==> config.mk <==
export PLATFORM = sky130hd
export DESIGN_NAME = dmem_rr_arbiter
export DESIGN_NICKNAME = d
export VERILOG_FILES = /design/src/rtl/dmem_arb_pkg.sv /design/src/rtl/rr_pick.sv /design/src/rtl/dmem_rr_arbiter.sv
export SDC_FILE = /design/constraint.sdc
export NUM_CORES = 1
export LEC_CHECK = 0
export CAP_MARGIN = 30
export CORE_AREA = 2 2 156 158
export CTS_CLUSTER_SIZE = 40
export DETAILED_ROUTE_END_ITERATION = 16
export DIE_AREA = 0 0 158 160
export PLACE_DENSITY_LB_ADDON = 0.15
export SLEW_MARGIN = 20
export SYNTH_ARGS = -nofsm -noshare
export SYNTH_HDL_FRONTEND = slang
export SYNTH_SLANG_ARGS = --single-unit
==> constraint.sdc <==
create_clock -name clock -period 2 [get_ports clock]
set_clock_uncertainty 0.05 [all_clocks]
set_input_delay 0.2 -clock clock [delete_from_list [all_inputs] [get_ports clock]]
set_output_delay 0.2 -clock clock [all_outputs]
set_load 0.03 [all_outputs]
==> src/rtl/dmem_arb_pkg.sv <==
// Shared types and default sizes for the round-robin data-memory arbiter.
package dmem_arb_pkg;

   localparam int unsigned N_REQ_DEF  = 4;
   localparam int unsigned ADDR_W_DEF = 32;
   localparam int unsigned DATA_W_DEF = 32;

   typedef enum logic [1:0] {
      IDLE  = 2'd0,
      ISSUE = 2'd1,
      RESP  = 2'd2
   } arb_state_t;

endpackage

==> src/rtl/rr_pick.sv <==
// Combinational round-robin picker: first set request at or after rr_ptr, wrapping.
module rr_pick #(
   parameter int unsigned N_REQ = 4,
   parameter int unsigned IDX_W = 2
) (
   input  logic [N_REQ-1:0] req,
   input  logic [IDX_W-1:0] rr_ptr,
   output logic [N_REQ-1:0] gnt,
   output logic [IDX_W-1:0] index
);

   logic [2*N_REQ-1:0] dbl;
   logic [N_REQ-1:0]   rot;
   logic               found;
   logic [IDX_W:0]     sum;

   // Doubling the vector turns the wrap-around scan into a plain slice.
   assign dbl = {req, req};
   assign rot = dbl[rr_ptr +: N_REQ];

   always_comb begin
      found = 1'b0;
      sum   = '0;
      gnt   = '0;
      for (int j = 0; j < N_REQ; j++) begin
         if (rot[j] && !found) begin
            found = 1'b1;
            sum   = {1'b0, rr_ptr} + (IDX_W+1)'(j);
         end
      end
      if (sum >= (IDX_W+1)'(N_REQ)) begin
         sum = sum - (IDX_W+1)'(N_REQ);
      end
      index = sum[IDX_W-1:0];
      if (found) begin
         gnt[index] = 1'b1;
      end
   end

endmodule

==> src/rtl/dmem_rr_arbiter.sv <==
// Round-robin arbiter sharing one synchronous data RAM between N_REQ cores,
// one transaction in flight at a time.
module dmem_rr_arbiter
   import dmem_arb_pkg::*;
#(
   parameter int unsigned N_REQ  = N_REQ_DEF,
   parameter int unsigned ADDR_W = ADDR_W_DEF,
   parameter int unsigned DATA_W = DATA_W_DEF
) (
   input  logic                     clock,
   input  logic                     async_reset,
   input  logic [N_REQ-1:0]         req,
   input  logic [N_REQ-1:0]         we,
   input  logic [N_REQ*ADDR_W-1:0]  addr,
   input  logic [N_REQ*DATA_W-1:0]  wdata,
   output logic [N_REQ-1:0]         ack,
   output logic [N_REQ-1:0]         stall,
   output logic [DATA_W-1:0]        rdata,
   output logic                     mem_en,
   output logic                     mem_we,
   output logic [ADDR_W-1:0]        mem_addr,
   output logic [DATA_W-1:0]        mem_wdata,
   input  logic [DATA_W-1:0]        mem_rdata
);

   localparam int unsigned IDX_W = (N_REQ > 1) ? $clog2(N_REQ) : 1;

   arb_state_t         state_q, state_d;
   logic [IDX_W-1:0]   owner_q;
   logic [IDX_W-1:0]   rr_ptr_q, rr_ptr_d;
   logic [IDX_W-1:0]   win_idx;
   logic [N_REQ-1:0]   win_gnt;
   logic               load_en;
   logic               done;
   logic [ADDR_W-1:0]  sel_addr;
   logic [DATA_W-1:0]  sel_wdata;
   logic               sel_we;

   rr_pick #(
      .N_REQ (N_REQ),
      .IDX_W (IDX_W)
   ) u_pick (
      .req    (req),
      .rr_ptr (rr_ptr_q),
      .gnt    (win_gnt),
      .index  (win_idx)
   );

   // One-hot AND-OR mux of the winning core's request fields.
   always_comb begin
      sel_addr  = '0;
      sel_wdata = '0;
      sel_we    = 1'b0;
      for (int i = 0; i < N_REQ; i++) begin
         if (win_gnt[i]) begin
            sel_addr  = sel_addr  | addr[i*ADDR_W +: ADDR_W];
            sel_wdata = sel_wdata | wdata[i*DATA_W +: DATA_W];
            sel_we    = sel_we    | we[i];
         end
      end
   end

   always_comb begin
      state_d  = state_q;
      rr_ptr_d = rr_ptr_q;
      load_en  = 1'b0;
      done     = 1'b0;
      unique case (state_q)
         IDLE: begin
            if (|req) begin
               load_en = 1'b1;
               state_d = ISSUE;
            end
         end
         ISSUE: begin
            if (mem_we) begin
               done    = 1'b1;
               state_d = IDLE;
            end else begin
               state_d = RESP;
            end
         end
         RESP: begin
            done    = 1'b1;
            state_d = IDLE;
         end
         default: state_d = IDLE;
      endcase
      if (done) begin
         rr_ptr_d = (owner_q == IDX_W'(N_REQ-1)) ? '0 : owner_q + IDX_W'(1);
      end
   end

   always_ff @(posedge clock or posedge async_reset) begin
      if (async_reset) begin
         state_q   <= IDLE;
         rr_ptr_q  <= '0;
         owner_q   <= '0;
         mem_we    <= 1'b0;
         mem_addr  <= '0;
         mem_wdata <= '0;
      end else begin
         state_q  <= state_d;
         rr_ptr_q <= rr_ptr_d;
         if (load_en) begin
            owner_q   <= win_idx;
            mem_we    <= sel_we;
            mem_addr  <= sel_addr;
            mem_wdata <= sel_wdata;
         end
      end
   end

   always_comb begin
      ack = '0;
      if (done) begin
         ack[owner_q] = 1'b1;
      end
   end

   assign stall  = req & ~ack;
   assign mem_en = (state_q == ISSUE);
   assign rdata  = (state_q == RESP) ? mem_rdata : '0;

endmodule

* Word level (Yosys, flattened, before mapping)
Cells that the tools add are included.
Operators by class: add/sub/neg operators 5, $mul 0, div/mod/pow operators 0, magnitude comparators 5, equality and inequality tests 4, shift operators 1, multiplexer cells 36, bitwise logic cells 11, reduce and logical (&&, ||, !) cells 10
Operator list (count):
- $mux W32 | 9
- $or A32 B32 Y32 | 6
- $mux W1 | 13
- $mux W2 | 5
- $mux W3 | 3
- $mux W4 | 2
- $shiftx A8 B3 Y4 | 1
- $add A2 B2 Y3 const B | 2
- $lt A2 B3 Y1 const B | 2
- $logic_and A1 B1 Y1 | 5
- $and A4 B4 Y4 | 1
- $demux W1 S2 | 2
- $eq A2 B2 Y1 const B | 2
- $ge A2 B1 Y1 const B | 2
- $not A4 Y4 | 1
- $pmux W2 S2 | 1
- $reduce_or A4 Y1 | 1
- $add A2 B1 Y3 const B | 1
- $ge A3 B3 Y1 const B | 1
- $logic_not A1 Y1 | 3
- $or A1 B1 Y1 | 3
- $add A2 B1 Y2 const B | 1
- $eq A2 B1 Y1 const B | 1
- $logic_not A2 Y1 | 1
- 3 further kinds | 3
Storage, ports and cells: bits in registers 71, bits in latches 0, bits in writable memories 0, ROM bits 0, bits of input ports 298, output and inout bits 106, memories 0

* Logic depth before layout (Yosys ltp)
depth in word-level cells 25, gate-level depth with buffers 8

* Cells and area by module
A second synthesis with hierarchy kept.
Second synthesis, totals: cell total of the unflattened synthesis 474, area total of the unflattened synthesis 4396.7 um2
By module, submodules not included:
- dmem_rr_arbiter | times used 1, cells an instance 444, area each 4211.5 um2, sequential area each 1776.7 um2
- rr_pick | times used 1, cells an instance 30, area each 185.2 um2, sequential area each 0.0 um2

* Worst setup path after synthesis
No wires, ideal clock.
kind reg2out, from register state_q[1], to output port stall[3], arrival 1.746 ns, data required time 1.750 ns, setup slack 0.004 ns, cell stages (with the launch flop) 7, cells stage by stage dfrtp_1 -> inv_1 -> ha_1 -> a21oi_1 -> nor2b_1 -> and2_1 -> nor2b_1
Between the ends: word-level cells in the longest chain between the ends 5, elaborated cells on any way between the ends 6, those cells by class eq/ne (2); mux (2); bitwise (2)
Ends and longest elaborated chain:
- start, declared | RTL line dmem_rr_arbiter.sv:28 | arb_state_t state_q, state_d;
- start signal, assigned | RTL line dmem_rr_arbiter.sv:103 | state_q <= state_d;
- $eq A2 B1 Y1
- via mem_en | RTL line dmem_rr_arbiter.sv:19 | output logic mem_en,
- $pmux W1 S2 | RTL line dmem_rr_arbiter.sv:68 | unique case (state_q)
- $mux W4 | RTL line dmem_rr_arbiter.sv:116 | if (done) begin
- via ack[3] | RTL line dmem_rr_arbiter.sv:16 | output logic [N_REQ-1:0] ack,
- $not A4 Y4 | RTL line dmem_rr_arbiter.sv:121 | assign stall = req & ~ack;
- $and A4 B4 Y4 | RTL line dmem_rr_arbiter.sv:121
- end, declared | RTL line dmem_rr_arbiter.sv:17 | output logic [N_REQ-1:0] stall,
The timed path passes the listed nets, and every way through them passes these cells.

* Worst setup path in the final report
from register state_q[0], to output port stall[3]
Between the ends: word-level cells in the longest chain between the ends 5, elaborated cells on any way between the ends 6, those cells by class eq/ne (2); mux (2); bitwise (2)
Ends and longest elaborated chain (RTL line):
- $eq A2 B2 Y1 / $eq A2 B1 Y1 (equally long branches) | dmem_rr_arbiter.sv:68
- $pmux W1 S2 (*) | dmem_rr_arbiter.sv:68
- $mux W4 (*) | dmem_rr_arbiter.sv:116
- $not A4 Y4 (*) | dmem_rr_arbiter.sv:121
- $and A4 B4 Y4 (*) | dmem_rr_arbiter.sv:121
Every way passes the cells marked *; elsewhere a longest branch is shown, timed or not.

==> impl_summary.md <==
Synth
The sequential fraction of the synthesis area is between 30% and 40%. The post-synthesis sequential element count is 71. After technology mapping, the gate count stands at between 500 and 600. The async set or reset register ratio after synthesis is 100%. The synthesis warning total is 0. The number of synthesized flops with an enable pin is 0. Counting every net in the synthesized netlist gives roughly 870.

The average instance in the mapped netlist occupies around 8.6 sq um. Among all flip-flop cells after synthesis, the most frequent one is sky130_fd_sc_hd__dfrtp_1. The netlist uses 33 different library cells.

The area of the mapped netlist is around 0.005 sq mm.

Placement
At the end of routability-driven placement, the weighted congestion stood at 0.756. Once placement finished, the instance area stood at between 0.009 and 0.01 sq mm. The sum of net half-perimeters after detailed placement is around 19 mm. The count of buffers added on input and output ports is a little over 400.

GRT
The number of antenna violations at the first check in global routing is 4. The via count of the first global-routing pass is ~6.4k. The global-route wire length before repair is between 30 and 40 mm.

Summed over all layers, the global routing overflow is 0. Entering global routing, the biggest net connects 44 pins. The total track usage is between 10% and 20%.

Clock network
The CTS tree is built. The root buffer cell chosen for the clock tree is sky130_fd_sc_hd__clkbuf_16. The total clock buffers created by CTS is 9. CTS built an H-tree with a depth of 3.

No sink is reached through more buffers than the 2 on the longest clock path. Clock-pin slew was measured on the worst setup and hold paths at roughly 60 ps. The clock reaches the later pin of the worst-skew pair after between 300 and 400 ps. The number of sinks on the clock net is 71. The number of hold buffers added after CTS was 0.

Critical path
The element type at the critical path start is a register. Traced cell by cell, the critical path runs through buf_4 -> ha_4 -> a21oi_4 -> nor2b_4 -> and2_4 -> nor2b_1 -> buf_4. On the worst path, the slowest cell contributes a delay of 380 ps.

Among all stages on the critical path, the largest delay is contributed by sky130_fd_sc_hd__dfrtp_1. The buffering stage count on the worst path with inverters included is 2. Broken down by cell family, the worst path's largest delay share belongs to flip-flops.

The largest driver fanout on the critical path is 5. The setup path with the least slack is of type register to output port. The kind of end point of the critical path is an output port. The data arrival time of the critical path is roughly 1700 ps. The most used cell along the critical path is sky130_fd_sc_hd__buf_4.

The data required time of the critical path is roughly 1800 ps.

Min path
The type of the most critical hold path is primary input to async pin.

STA
The achievable frequency is roughly 520 MHz. The relative slew slack is between 60 and 70%. The final setup violation count is 0. Setup repair after global routing left no endpoint under its margin. At the pin with the least slew margin, the transition time is about 530 ps. The tightest hold margin is 171 ps. The number of pins with negative max-slew slack in the final report is 0.

The number of hold violations in the final report is 0. The shortest clock period the worst path allows after layout is between 1500 and 2000 ps. The post-route fraction of the period consumed by the critical path is 95.5%.

Finish
From synthesis to final layout, the design area changed by 101%. Summing all multi-input logic gate instances after layout gives about 0.0028 sq mm. Fill cells in the final layout number 2,402. Summing all flip-flop and latch instances after layout gives around 0.0018 sq mm. The post-route netlist has 12.4% of its cells at a drive strength greater than 1.

At the end of the flow, the number of nets in the layout was roughly 1.3k. With fillers left out, the area of the finished cells amounts to between 0.009 and 0.01 sq mm.

Floorplan
The die outline width is between 150 and 200 um. 404 I/O pins were placed. The full die area is 0.0253 sq mm. The floorplan step set the die height to 160 um. Once the floorplan was initialized, standard cells occupied 20.5% of the core. The row count is 57. The total area inside the core boundary comes to roughly 0.024 sq mm.

Power
The switching power summed over all nets is 6.45 mW. The total power divided by cell area is roughly 1400 mW/mm^2. The clock power share is 13.0%. Registers are responsible for 19.2% of the overall power. In this run switching power makes up 46.1% of total power. The worst supply voltage drop on vdd is around 0.46 mV. For this design the static power due to leakage is 3.63 nW. The relative contribution of combinational cells to total power is between 60% and 70%.

The internal power consumption is about 7.6 mW.

Detailed routing
The routed design has between 20 and 30 mm of wire. The per-cell via count in the routed design is 4.96. The initial DRC count is between 300 and 400. The routed layout has between 6k and 7k vias.

The length of the first detailed-routing pass in iterations is 5. The post-detailed-route wirelength per cell is between 15 and 20 um. In the routed design, unresolved DRC markers number 0. The detail route stage leaves a number of antenna-violating nets equal to 0.

Run
The reported max-cap violation count is 0.

Run status
The run finished with clean final reports.
==> flip-flops by register name, summed over array words and instances (netlist names) <==
signal,flops
mem_wdata,32
rr_ptr_q,2
owner_q,2
mem_addr,32
mem_we,1
state_q,2
==> cell usage after synthesis (2+ instances only) <==
cell type                  number  area, sq um
sky130_fd_sc_hd__clkbuf_1      44          165
sky130_fd_sc_hd__nand2_1        5         18.8
sky130_fd_sc_hd__o221ai_1       2         17.5
sky130_fd_sc_hd__a32oi_1       65          569
sky130_fd_sc_hd__nor2b_1        7         43.8
sky130_fd_sc_hd__buf_2         22          110
sky130_fd_sc_hd__a41oi_1       65          569
sky130_fd_sc_hd__buf_4          7         52.6
sky130_fd_sc_hd__nor2_1        67          251
sky130_fd_sc_hd__o21ai_0        5         25.0
sky130_fd_sc_hd__buf_6          5         56.3
sky130_fd_sc_hd__and2_1        37          231
sky130_fd_sc_hd__inv_1          7         26.3
sky130_fd_sc_hd__a31oi_1       65          407
sky130_fd_sc_hd__or3_1          2         12.5
sky130_fd_sc_hd__dfrtp_1       71         1780
sky130_fd_sc_hd__nand3_1       65          325
sky130_fd_sc_hd__a21oi_1        4         20.0
sky130_fd_sc_hd__ha_1           7         87.6
sky130_fd_sc_hd__nand2b_1       2         12.5
==> layout by cell type, fill, tap and decap left out, types with 5 or more instances in the layout <==
cell type and count:
sky130_fd_sc_hd__clkbuf_16 9, sky130_fd_sc_hd__a41oi_1 65, sky130_fd_sc_hd__a32oi_1 65, sky130_fd_sc_hd__nor2b_1 6, sky130_fd_sc_hd__clkdlybuf4s50_1 359, sky130_fd_sc_hd__dfrtp_1 71, sky130_fd_sc_hd__ha_1 6, sky130_fd_sc_hd__nand3_1 65
sky130_fd_sc_hd__buf_12 19, sky130_fd_sc_hd__nor2_1 67, sky130_fd_sc_hd__o21ai_0 5, sky130_fd_sc_hd__a31oi_1 65, sky130_fd_sc_hd__and2_1 32, sky130_fd_sc_hd__inv_1 5, sky130_fd_sc_hd__buf_4 64
==> power by group through the flow <==
stage	Combinational, mW	Clock, mW	Sequential [mW]
after CTS	9.50	1.88	2.69
after floorplan	4.04	0	3.98
after detailed placement	9.46	0	2.70
after global placement	9.45	0	2.66
after global routing	10.2	1.91	2.79
final	9.51	1.82	2.68
==> worst paths after layout <==
path	depth (start not counted)	endpoint	start	slack [ps]
worst max-delay path	7	stall[3]	state_q[0]	90
worst min-delay path	2	state_q[1]	async_reset	170
worst max register to register	6	mem_wdata[26]	rr_ptr_q[0]	150
worst min register to register	2	mem_wdata[21]	mem_wdata[21]	490
max in group asynchronous	3	mem_addr[7]	async_reset	1200
min in group clock	4	state_q[1]	req[0]	260
==> kinds of logic after synthesis <==
kind of cell               after synthesis  share of synthesized area [%]
AOI/OAI and AO/OA                      213                           34.1
adders and majority gates                7                           1.80
buffers and inverters                   86                           8.49
DFF                                     71                           36.4
muxes                                    1                          0.231
and+or+nand+nor                        189                           19.0
==> metrics by stage <==
stage | instances | TNS (ps) | power, mW | setup slack (ps) | util [%]
final | 1278 | 0 | 14.0 | 89.2 | 41.2
after global routing | 1278 | 0 | 14.9 | 20.8 | 41.2
after CTS | 1273 | 0 | 14.1 | 3.44 | 40.9
after detailed placement | 1256 | -1650 | 12.2 | -68.4 | 39.5
after global placement | 1256 | -284 | 12.1 | -31.3 | 39.5
after floorplan | 567 | 0 | 8.02 | 3.74 | -
==> layer usage <==
layer | wire length, um | GRT usage [%]
met2 | 12700 | 33.7
met5 | 0 | 0
met3 | 2150 | 5.16
met4 | 702 | 7.74
met1 | 9850 | 21.9
==> layout make-up <==
class	instances	area share, %
antenna	4	0.102
clock buffer	13	2.65
inverter	7	0.306
sequential	71	18.1
clock inverter	3	0.664
multi-input combinational	410	28.3
timing repair buffer	446	45.7
tap	324	4.13
==> what timing repair did <==
item / 4_1_cts / 5_1_grt
pin swaps: 0 / 2
gates resized for setup: 4 / 8
buffers inserted: 1 / 1
setup endpoints to repair: 9 / 8
No activity file was read; power rests on OpenSTA's default activity.
